<file path="src/rtl/uart_pkg.sv">
// Shared UART definitions: transmitter state encoding and frame constants.
package uart_pkg;

    typedef enum logic [1:0] {
        IDLE  = 2'd0,
        START = 2'd1,
        DATA  = 2'd2,
        STOP  = 2'd3
    } tx_state_t;

    localparam int DATA_BITS            = 8;
    localparam int DEFAULT_CLK_FREQ     = 100_000_000;
    localparam int DEFAULT_BAUD         = 9600;
    localparam int DEFAULT_CLKS_PER_BIT = DEFAULT_CLK_FREQ / DEFAULT_BAUD;

endpackage

</file>
<file path="src/rtl/uart_baud_gen.sv">
// Bit-period timer: counts 0..CLKS_PER_BIT-1 while enabled, one-cycle tick on wrap.
module uart_baud_gen
    import uart_pkg::*;
#(
    parameter int CLKS_PER_BIT = DEFAULT_CLKS_PER_BIT
) (
    input  logic clk,
    input  logic rst,
    input  logic en,
    output logic bit_tick
);

    localparam int CW = $clog2(CLKS_PER_BIT);
    localparam logic [CW-1:0] LAST = CW'(CLKS_PER_BIT - 1);

    logic [CW-1:0] cnt_q, cnt_d;

    // Held at zero while disabled so every bit period starts from a clean count.
    always_comb begin
        cnt_d = cnt_q;
        if (!en)
            cnt_d = '0;
        else if (cnt_q == LAST)
            cnt_d = '0;
        else
            cnt_d = cnt_q + 1'b1;
    end

    always_ff @(posedge clk) begin
        if (rst)
            cnt_q <= '0;
        else
            cnt_q <= cnt_d;
    end

    assign bit_tick = en && (cnt_q == LAST);

endmodule

</file>
<file path="src/rtl/uart_byte_tx.sv">
// 8N1 byte transmitter with valid/ready handshake; txd and transmit_ready are registered.
module uart_byte_tx
    import uart_pkg::*;
#(
    parameter int CLK_FREQ     = DEFAULT_CLK_FREQ,
    parameter int BAUD         = DEFAULT_BAUD,
    parameter int CLKS_PER_BIT = CLK_FREQ / BAUD
) (
    input  logic       clk,
    input  logic       rst,
    input  logic [7:0] word,
    input  logic       send,
    output logic       transmit_ready,
    output logic       txd,
    output logic       busy
);

    localparam logic [2:0] LAST_BIT = 3'(DATA_BITS - 1);

    tx_state_t  state_q, state_d;
    logic [7:0] shift_q, shift_d;
    logic [2:0] bit_idx_q, bit_idx_d;
    logic       txd_q, txd_d;
    logic       ready_q, ready_d;
    logic       bit_tick;

    uart_baud_gen #(
        .CLKS_PER_BIT(CLKS_PER_BIT)
    ) u_baud (
        .clk     (clk),
        .rst     (rst),
        .en      (state_q != IDLE),
        .bit_tick(bit_tick)
    );

    always_comb begin
        state_d   = state_q;
        shift_d   = shift_q;
        bit_idx_d = bit_idx_q;
        txd_d     = txd_q;
        ready_d   = ready_q;
        case (state_q)
            IDLE: begin
                if (send && ready_q) begin
                    state_d   = START;
                    shift_d   = word;
                    bit_idx_d = '0;
                    txd_d     = 1'b0;
                    ready_d   = 1'b0;
                end
            end
            START: begin
                if (bit_tick) begin
                    state_d   = DATA;
                    bit_idx_d = '0;
                    txd_d     = shift_q[0];
                end
            end
            DATA: begin
                if (bit_tick) begin
                    if (bit_idx_q == LAST_BIT) begin
                        state_d = STOP;
                        txd_d   = 1'b1;
                    end else begin
                        // Next bit is presented together with the shift, keeping txd registered.
                        shift_d   = shift_q >> 1;
                        txd_d     = shift_q[1];
                        bit_idx_d = bit_idx_q + 3'd1;
                    end
                end
            end
            STOP: begin
                if (bit_tick) begin
                    state_d = IDLE;
                    ready_d = 1'b1;
                end
            end
            default: begin
                state_d = IDLE;
                txd_d   = 1'b1;
                ready_d = 1'b1;
            end
        endcase
    end

    always_ff @(posedge clk) begin
        if (rst) begin
            state_q   <= IDLE;
            shift_q   <= 8'h00;
            bit_idx_q <= '0;
            txd_q     <= 1'b1;
            ready_q   <= 1'b1;
        end else begin
            state_q   <= state_d;
            shift_q   <= shift_d;
            bit_idx_q <= bit_idx_d;
            txd_q     <= txd_d;
            ready_q   <= ready_d;
        end
    end

    assign txd            = txd_q;
    assign transmit_ready = ready_q;
    assign busy           = (state_q != IDLE);

endmodule
</file>
<file path="config.mk">
export PLATFORM = sky130hd
export DESIGN_NAME = uart_byte_tx
export DESIGN_NICKNAME = d
export VERILOG_FILES = /design/src/rtl/uart_pkg.sv /design/src/rtl/uart_baud_gen.sv /design/src/rtl/uart_byte_tx.sv
export SDC_FILE = /design/constraint.sdc
export NUM_CORES = 1
export LEC_CHECK = 0
export BUFFER_PORTS_ARGS = -buffer_cell sky130_fd_sc_hd__buf_2
export CAP_MARGIN = 20
export CORE_UTILIZATION = 35
export CTS_CLUSTER_SIZE = 28
export DETAILED_ROUTE_END_ITERATION = 16
export PLACE_DENSITY_LB_ADDON = 0.3
export SETUP_SLACK_MARGIN = 0.3
export SKIP_CTS_REPAIR_TIMING = 1
export SYNTH_ARGS = -nofsm -noshare
export SYNTH_HDL_FRONTEND = slang
export SYNTH_SLANG_ARGS = --single-unit
</file>
<file path="constraint.sdc">
create_clock -name clk -period 6.51 [get_ports clk]
set_input_delay 0.9765 -clock clk [delete_from_list [all_inputs] [get_ports clk]]
set_output_delay 0.9765 -clock clk [all_outputs]
set_load 0.005 [all_outputs]
</file>
==> results of run 1 <==
synth_stat cells (2+ instances only):
library cell,instances
a211oi_1,14
a21boi_1,2
a21o_1,2
a221oi_2,2
dfxtp_1,29
ha_1,8
inv_1,18
mux2_2,7
nand2_1,10
nand2b_1,2
nand3_1,11
nand4_1,3
nor2_1,16
nor3_1,5
nor4_1,3
o21ai_0,2
o31ai_1,4
or4_1,2
or4_4,2
xnor2_1,10
routing by layer:
layer  vias up  GRT usage [%]  wire, um
met5         -              0         0
met4         0           6.12        52
met3         7           6.41       151
met2        21           22.7      1240
met1       563           18.1      1570
li1        663              -         -
worst max path at each step:
stage	cells after the start	slack (ps)	endpoint
floorplan	6	4300	txd$_SDFFE_PP1P_
global placement	6	4050	shift_q[6]$_SDFFE_PP0P_
detailed placement	6	4040	shift_q[3]$_SDFFE_PP0P_
CTS	6	4010	shift_q[3]$_SDFFE_PP0P_
global route	5	3840	u_baud.cnt_q[12]$_SDFF_PP0_
finish	6	4030	shift_q[3]$_SDFFE_PP0P_
placed cells by master (no fill, tap or decap), types with 4 or more instances in the layout:
| cell | instances |
|---|---|
| inv_1 | 18 |
| ha_1 | 8 |
| nor3_1 | 5 |
| o31ai_1 | 4 |
| clkbuf_8 | 5 |
| a211oi_1 | 14 |
| nand3_1 | 11 |
| nor2_1 | 16 |
| xnor2_1 | 10 |
| mux2_2 | 7 |
| dfxtp_1 | 29 |
| nand2_1 | 10 |
| buf_2 | 13 |
per-stage QoR:
step / total power, W / hold slack [ps] / util, % / instances
after global routing: 0.000783 / 475 / 43.4 / 241
after CTS: 0.000739 / 463 / 43.4 / 241
after global placement: 0.000514 / 443 / 40.2 / 233
final: 0.000735 / 461 / 43.4 / 241
after floorplan: 0.000453 / 430 / - / 174
after detailed placement: 0.000512 / 450 / 40.2 / 233
power by group through the flow:
| stage | combinational [W] | clock [W] | sequential (W) |
|---|---|---|---|
| floorplan | 0.000222 | 0 | 0.000230 |
| global placement | 0.000281 | 0 | 0.000233 |
| detailed placement | 0.000277 | 0 | 0.000235 |
| CTS | 0.000280 | 0.000229 | 0.000231 |
| global route | 0.000312 | 0.000237 | 0.000234 |
| finish | 0.000280 | 0.000224 | 0.000231 |
state kept, by name, indices dropped and copies added (netlist names):
| signal | flops |
|---|---|
| state_q | 2 |
| transmit_ready | 1 |
| txd | 1 |
| shift_q | 8 |
| bit_idx_q | 3 |
| u_baud.cnt_q | 14 |
cell type report:
type,count,area [um^2],area share [%]
clock inverter,3,65.1,3.61
inverter,18,67.6,3.75
clock buffer,5,68.8,3.82
sequential,29,581,32.2
timing repair buffer,13,65.1,3.61
multi-input combinational,123,891,49.5
tap,50,62.6,3.47
kinds of logic after synthesis:
kind of cell / count (synthesis) / synth area share [%]
flops: 29 / 37.1
mux: 7 / 5.04
simple gates: 61 / 20.7
xor+xnor: 11 / 6.16
fa+ha+maj: 8 / 6.41
buf+inv: 22 / 5.84
compound gates: 36 / 18.7
worst max-delay path, cell delays in order, from the launching register on:
cell and delay [ps]:
dfxtp_1 360, inv_1 100, ha_1 290, or4_4 570, or4_4 540, a21o_1 280, a211oi_1 260
==> flow_summary.toml, run 1 <==
[floorplanning]
core_area_mm2 = 0.00414
start_util_pct = 37.7
io_pins = 14
die_h_um = 68.8
die_area_mm2 = 0.00474
die_w_um = 68.8
row_count = 23

[yosys]
synth_edf_count = 0
synth.top_cell.area_share_pct = 37.1
ys_ff_latch = 29
syn_area_mm2 = 0.00156
ys_warn_count = 0
async_flop_share_pct = 0
synth_cell_types = 42
synthTopCellsByArea = "dfxtp_1, a211oi_1, ha_1, xnor2_1, mux2_2"
ys_seq_area_share_pct = 37.1
yosys.area.top_type = "dfxtp_1"
synthCells = 174
syn_nets = 193
yosys_most_used_dff = "dfxtp_1"
postSynthAreaPerCell_um2 = 8.98

[power_and_ir_drop]
p_switching_w = 0.000253
p_seq_share_pct = 31.4
swShare_pct = 34.5
intPower_w = 0.000482
cellPowerDensity_mw_per_mm2 = 408
power_frac_clock_pct = 30.5
p_comb_share_pct = 38.1
ir_drop_v = 0.000161
leakage_nw = 0.631

[place]
hpwlAfterDp_mm = 2.11
globalplace.congestion = 0.818
dp_slack_ps = 4040
port_buffers = 13
place_area_mm2 = 0.00167

[finish]
fillers = 438
antenna_cells_inserted = 0
fin_area_mm2 = 0.00180
area_growth_syn_to_layout_pct = 15.2
drive_gt1_share_pct = 18.3
nNetsFinal = 209

[cts]
cts_num_sinks = 29
htreeDepth = 2
clock_path_buffers = 2
clkLatencyLatePin_ps = 290
clk_pin_slew_worst_paths_ps = 70
cts-root-buf = "clkbuf_8"
numCtsBuffers = 5
cts_tree = "done"

[setup_path]
worstSetupPathType = "flip-flop to flip-flop"
r2r-start = "state_q[0]$_SDFFE_PP0P_"
worstSetupEndpointType = "flip-flop"
reg2reg_slack_ps = 4030
crit_start = "state_q[0]$_SDFFE_PP0P_"
r2r-end = "shift_q[3]$_SDFFE_PP0P_"
required_ps = 6710
arrival_ps = 2690
cp_max_fo = 13
worstSetupStartpointType = "flip-flop"
ff2ff_path_depth = 6

[timing]
setup_violations = 0
clock.fmax_ghz = 0.403
hold_viol = 0
finalWorstSetupSlack_ps = 4030
fin_tns_setup_ps = 0
fin_skew_ps = 9.98
period_share_pct = 38.2
tightest_slew_ps = 963
rsz0062_at_grt = "false"
slew_viol_final = 0
finalCriticalPeriod_ps = 2480
slew_headroom_pct = 35.7

[grt]
grt.overflow.total = 0
grt_pass1_vias = 1107
grt_max_degree = 16
grt_usage_pct = 14.8
antenna_found_initial = 0
grt_pass1_wl_mm = 5.03

[route]
ant_nets = 0
routed_via_density = 5.20
first_pass_iters = 4
wirelength_mm = 3.01
vias = 1254
wl_per_cell_um = 12.5
drtIter0Drc = 81
drc = 0

[run]
maxCapViolations = 0

[outcome]
outcome = "finished clean"

[min_path]
min_path_cells = 2
hold_start = "shift_q[2]$_SDFFE_PP0P_"
holdCritPathClass = "flip-flop to flip-flop"
min_to = "shift_q[2]$_SDFFE_PP0P_"
No activity file was read; power rests on OpenSTA's default activity.
==> run 2: changes to the inputs <==
==> constraint.sdc (replaced) <==
create_clock -name clk -period 2.5 [get_ports clk]
set_input_delay 0.375 -clock clk [delete_from_list [all_inputs] [get_ports clk]]
set_output_delay 0.375 -clock clk [all_outputs]
set_load 0.005 [all_outputs]
==> flow_summary.toml, run 2 (synthesis results as in run 1) <==
[outcome]
outcome = "finished clean"

[floorplanning]
die_h_um = 68.8
io_pins = 14
core_area_mm2 = 0.00414
die_area_mm2 = 0.00474
die_w_um = 68.8
row_count = 23
start_util_pct = 37.7

[grt]
grt_pass1_vias = 1148
grt_pass1_wl_mm = 5.13
antenna_found_initial = 0
grt.overflow.total = 0
grt_max_degree = 16
grt_usage_pct = 14.8

[min_path]
holdCritPathClass = "input pin to flip-flop"
min_path_cells = 4

[timing]
tightest_slew_ps = 597
fin_skew_ps = 4.48
clock.fmax_ghz = 0.434
setup_violations = 0
fin_tns_setup_ps = 0
whs_ps = 422
hold_viol = 0
rsz0062_at_grt = "true"
period_share_pct = 92.1
finalCriticalPeriod_ps = 2300
finalWorstSetupSlack_ps = 197
slew_headroom_pct = 59.8
slew_viol_final = 0

[route]
wl_per_cell_um = 13.1
vias = 1328
ant_nets = 0
wirelength_mm = 3.35
first_pass_iters = 4
routed_via_density = 5.21
drtIter0Drc = 78
drc = 0

[cts]
cts_tree = "done"
clock_path_buffers = 2
clk_pin_slew_worst_paths_ps = 60
cts-root-buf = "clkbuf_8"
cts_num_sinks = 29
htreeDepth = 2
numCtsBuffers = 5
clkLatencyLatePin_ps = 280

[finish]
nNetsFinal = 223
final_util_pct = 47.2
area_growth_syn_to_layout_pct = 25.1
largest_register_ffs = 14
layout_commonest_cell = "dfxtp_1"
multiInputGateArea_um2 = 986
drive_gt1_share_pct = 32.2
register_area_um2 = 583
antenna_cells_inserted = 0
fillers = 397
regMostFlops = "u_baud.cnt_q"
reg_top3 = "u_baud.cnt_q: 14 flops, shift_q: 8 flops, bit_idx_q: 3 flops"
final_cell_mix = "dfxtp_1, inv_1, nor2_1"

[place]
globalplace.congestion = 0.820
dp_slack_ps = 188
port_buffers = 13
hpwlAfterDp_mm = 2.21

[power_and_ir_drop]
p_comb_share_pct = 52.1
power_frac_clock_pct = 18.2
intPower_w = 0.00124
swShare_pct = 39.4
leakage_nw = 0.689
p_switching_w = 0.000805
cellPowerDensity_mw_per_mm2 = 1040
p_seq_share_pct = 29.6
ir_drop_v = 0.000469

[setup_path]
arrival_ps = 2530
worstSetupEndpointType = "flip-flop"
worstSetupPathType = "flip-flop to flip-flop"
required_ps = 2730
cp_max_fo = 8
worstSetupStartpointType = "flip-flop"
ff2ff_path_depth = 7

[run]
maxCapViolations = 0
[run 2: cell types whose count changed in the layout (fill, tap and decap cells not counted), sizes merged]
cell    delta
buf       +14
clkinv     +1
clkbuf     +1
bufinv     -2
[run 2: stage by stage]
| stage | power, W | cells | area (um^2) |
|---|---|---|---|
| global route | 0.00217 | 255 | 1960 |
| CTS | 0.00178 | 247 | 1800 |
| floorplan | 0.00118 | 174 | 1570 |
| detailed placement | 0.00140 | 239 | 1710 |
| finish | 0.00204 | 255 | 1960 |
| global placement | 0.00140 | 239 | 1710 |
[run 2: worst paths after layout]
| path | startpoint | end | slack [ps] |
|---|---|---|---|
| worst min register to register | shift_q[2]$_SDFFE_PP0P_ | shift_q[2]$_SDFFE_PP0P_ | 460 |
| worst min-delay path | send | transmit_ready$_SDFFE_PP1P_ | 420 |
| worst max register to register | state_q[0]$_SDFFE_PP0P_ | txd$_SDFFE_PP1P_ | 200 |
| worst max-delay path | state_q[0]$_SDFFE_PP0P_ | txd$_SDFFE_PP1P_ | 200 |
[run 2: power by group through the flow]
| stage | registers, W | logic (W) | clock network [W] |
|---|---|---|---|
| after floorplan | 0.000600 | 0.000583 | 0 |
| after global placement | 0.000608 | 0.000796 | 0 |
| after detailed placement | 0.000611 | 0.000786 | 0 |
| after CTS | 0.000601 | 0.000792 | 0.000383 |
| after global routing | 0.000616 | 0.00115 | 0.000405 |
| final | 0.000605 | 0.00106 | 0.000372 |
[run 2: final cells by class]
| type | instances | area share, % |
|---|---|---|
| clock buffer | 6 | 3.71 |
| clock inverter | 2 | 0.512 |
| inverter | 18 | 3.45 |
| multi-input combinational | 123 | 50.4 |
| sequential | 29 | 29.8 |
| tap | 50 | 3.20 |
| timing repair buffer | 27 | 8.89 |
[run 2: routing by layer]
layer	vias to the layer above	part of all wire [%]	track usage (%)
met5	-	0	0
met4	0	1.6	6.12
met3	6	4.2	3.95
met2	27	44	22.2
met1	610	51	19.9
li1	685	-	-
[run 2: critical path: stages (launching register included)]
cell and delay (ps):
dfxtp_2 350, inv_2 60, ha_4 150, or4_4 520, or4_4 630, buf_4 170, a221oi_2 250, a211o_1 120
==> run 3: changes to the inputs <==
--- a/config.mk
+++ b/config.mk
@@ -5,6 +5,7 @@
 export SDC_FILE = /design/constraint.sdc
 export NUM_CORES = 1
 export LEC_CHECK = 0
+export ABC_AREA = 1
 export BUFFER_PORTS_ARGS = -buffer_cell sky130_fd_sc_hd__buf_2
 export CAP_MARGIN = 20
 export CORE_UTILIZATION = 35
==> flow_summary.toml, run 3 <==
[outcome]
outcome = "finished clean"

[floorplanning]
die_w_um = 68.8
die_h_um = 68.8
row_count = 23
start_util_pct = 37.7
io_pins = 14
core_area_mm2 = 0.00414
die_area_mm2 = 0.00474

[power_and_ir_drop]
power_frac_clock_pct = 22.7
cellPowerDensity_mw_per_mm2 = 953
intPower_w = 0.00101
swShare_pct = 40.0
ir_drop_v = 0.000535
p_seq_share_pct = 35.6
p_comb_share_pct = 41.7
p_switching_w = 0.000676
leakage_nw = 0.733

[route]
routed_via_density = 4.73
wl_per_cell_um = 10.4
vias = 1340
drc = 0
drtIter0Drc = 73
wirelength_mm = 2.95
ant_nets = 0
first_pass_iters = 4

[setup_path]
worstSetupStartpointType = "flip-flop"
ff2ff_path_depth = 6
required_ps = 2710
cp_cell_sequence = "inv_1, ha_1, inv_1, nand3_1, o21bai_1, a21oi_1"
cp_max_fo = 14
r2r-end = "u_baud.cnt_q[12]$_SDFF_PP0_"
r2r-start = "state_q[0]$_SDFFE_PP0P_"
arrival_ps = 1960
cp_num_buf_inv = 2
reg2reg_slack_ps = 750
worstSetupPathType = "flip-flop to flip-flop"
cp_slowest_cell = "nand3_1"
worstSetupEndpointType = "flip-flop"
critPathMaxStageDelay_ps = 410
cp_common_cell = "inv_1"
crit_family = "compound AO/OA/AOI/OAI gates"

[timing]
period_share_pct = 70.2
rsz0062_at_grt = "false"
slew_headroom_pct = 63.7
fin_skew_ps = 4.25
setup_violations = 0
slew_viol_final = 0
hold_viol = 0
finalCriticalPeriod_ps = 1750
clock.fmax_ghz = 0.570
fin_tns_setup_ps = 0
tightest_slew_ps = 543

[finish]
regMostFlops = "u_baud.cnt_q"
fin_area_mm2 = 0.00177
fillers = 436
drive_gt1_share_pct = 18.0
reg_top3 = "u_baud.cnt_q: 14 flops, shift_q: 8 flops, bit_idx_q: 3 flops"
nNetsFinal = 252
final_cell_mix = "nand2_1, nor2_1, dfxtp_1"
largest_register_ffs = 14
final_util_pct = 42.8
layout_commonest_cell = "nand2_1"
antenna_cells_inserted = 0
area_growth_syn_to_layout_pct = 13.4

[yosys]
ys_seq_area_share_pct = 37.1
ys_ff_latch = 29
synthTopCellsByArea = "dfxtp_1, nand2_1, nor2_1, ha_1, inv_1"
syn_nets = 234
ys_warn_count = 0
synth_most_common_cell = "nand2_1"
synth_cell_types = 31
async_flop_share_pct = 0
syn_area_mm2 = 0.00156
synthCells = 215
synth_edf_count = 0
synth_common_cells = "nand2_1, nor2_1, dfxtp_1"
synth.top_cell.area_share_pct = 37.1
yosys_most_used_dff = "dfxtp_1"
postSynthAreaPerCell_um2 = 7.27
yosys.area.top_type = "dfxtp_1"

[min_path]
holdCritPathClass = "input pin to flip-flop"
min_to = "state_q[1]$_SDFFE_PP0P_"
min_path_cells = 2
hold_start = "rst"

[cts]
cts_tree = "done"
clk_pin_slew_worst_paths_ps = 60
numCtsBuffers = 5
clock_path_buffers = 2
clkLatencyLatePin_ps = 270
cts_num_sinks = 29
cts-root-buf = "clkbuf_8"
htreeDepth = 2

[run]
maxCapViolations = 0

[grt]
antenna_found_initial = 0
grt.overflow.total = 0
grt_pass1_vias = 1126
grt_usage_pct = 14.0
grt_pass1_wl_mm = 4.86
grt_max_degree = 15

[place]
place_area_mm2 = 0.00169
port_buffers = 13
globalplace.congestion = 0.811
hpwlAfterDp_mm = 2.20
==> run 3: changes by cell type in the layout (fill, tap and decap cells not counted), moves of 7 or more <==
cell	delta
a211oi_2	-10
a21oi_1	+11
buf_4	-12
mux2_2	-7
nand2_1	+37
nor2_1	+18
xnor2_1	-9
==> run 3: how the worst max path moves through the flow <==
stage	end	from	slack [ps]	cells past startpoint
CTS	u_baud.cnt_q[12]$_SDFF_PP0_	state_q[0]$_SDFFE_PP0P_	730	6
global route	u_baud.cnt_q[12]$_SDFF_PP0_	state_q[1]$_SDFFE_PP0P_	560	6
detailed placement	u_baud.cnt_q[12]$_SDFF_PP0_	state_q[0]$_SDFFE_PP0P_	730	6
floorplan	shift_q[2]$_SDFFE_PP0P_	state_q[0]$_SDFFE_PP0P_	1040	9
finish	u_baud.cnt_q[12]$_SDFF_PP0_	state_q[0]$_SDFFE_PP0P_	750	6
global placement	u_baud.cnt_q[12]$_SDFF_PP0_	rst	750	5
==> run 3: logic make-up (layout without fill, tap and decap cells) <==
group	count (synthesis)	in the layout	synth area share (%)
AND/OR/NAND/NOR	118	118	37.3
flip-flops	29	29	37.1
AO/OA/AOI/OAI	28	28	9.84
XOR/XNOR	4	4	2.24
buffers and inverters	28	46	7.12
adder cells (fa/ha/maj)	8	8	6.40
==> run 3: power by group through the flow <==
stage | clock network [W] | logic (W) | registers [W]
2_1_floorplan | 0 | 0.000553 | 0.000604
3_3_place_gp | 0 | 0.000703 | 0.000610
3_5_place_dp | 0 | 0.000707 | 0.000612
4_1_cts | 0.000396 | 0.000711 | 0.000602
5_1_grt | 0.000414 | 0.000818 | 0.000612
6_report | 0.000384 | 0.000704 | 0.000602
==> run 3: stage by stage <==
step | total power, W | std cells | hold WS [ps] | setup WS (ps)
floorplan | 0.00116 | 215 | 429 | 1040
global placement | 0.00131 | 276 | 456 | 746
detailed placement | 0.00132 | 276 | 453 | 733
CTS | 0.00171 | 283 | 323 | 726
global route | 0.00184 | 283 | 348 | 564
finish | 0.00169 | 283 | 330 | 746
==> run 3: metal layers <==
metal	wire length [um]	up-vias	share of wire, %	global-route usage (%)
li1	-	721	-	-
met2	1300	21	44	21.0
met1	1490	593	51	18.4
met3	120	5	4.1	4.44
met5	0	-	0	0
met4	31	0	1.1	5.36
==> run 3: layout make-up <==
class | count | area, um^2 | area share [%]
Timing Repair Buffer | 14 | 72.6 | 4.09
Inverter | 25 | 98.8 | 5.58
Multi-Input combinational cell | 158 | 872 | 49.2
Clock buffer | 7 | 86.3 | 4.87
Tap cell | 50 | 62.6 | 3.53
Sequential cell | 29 | 581 | 32.7
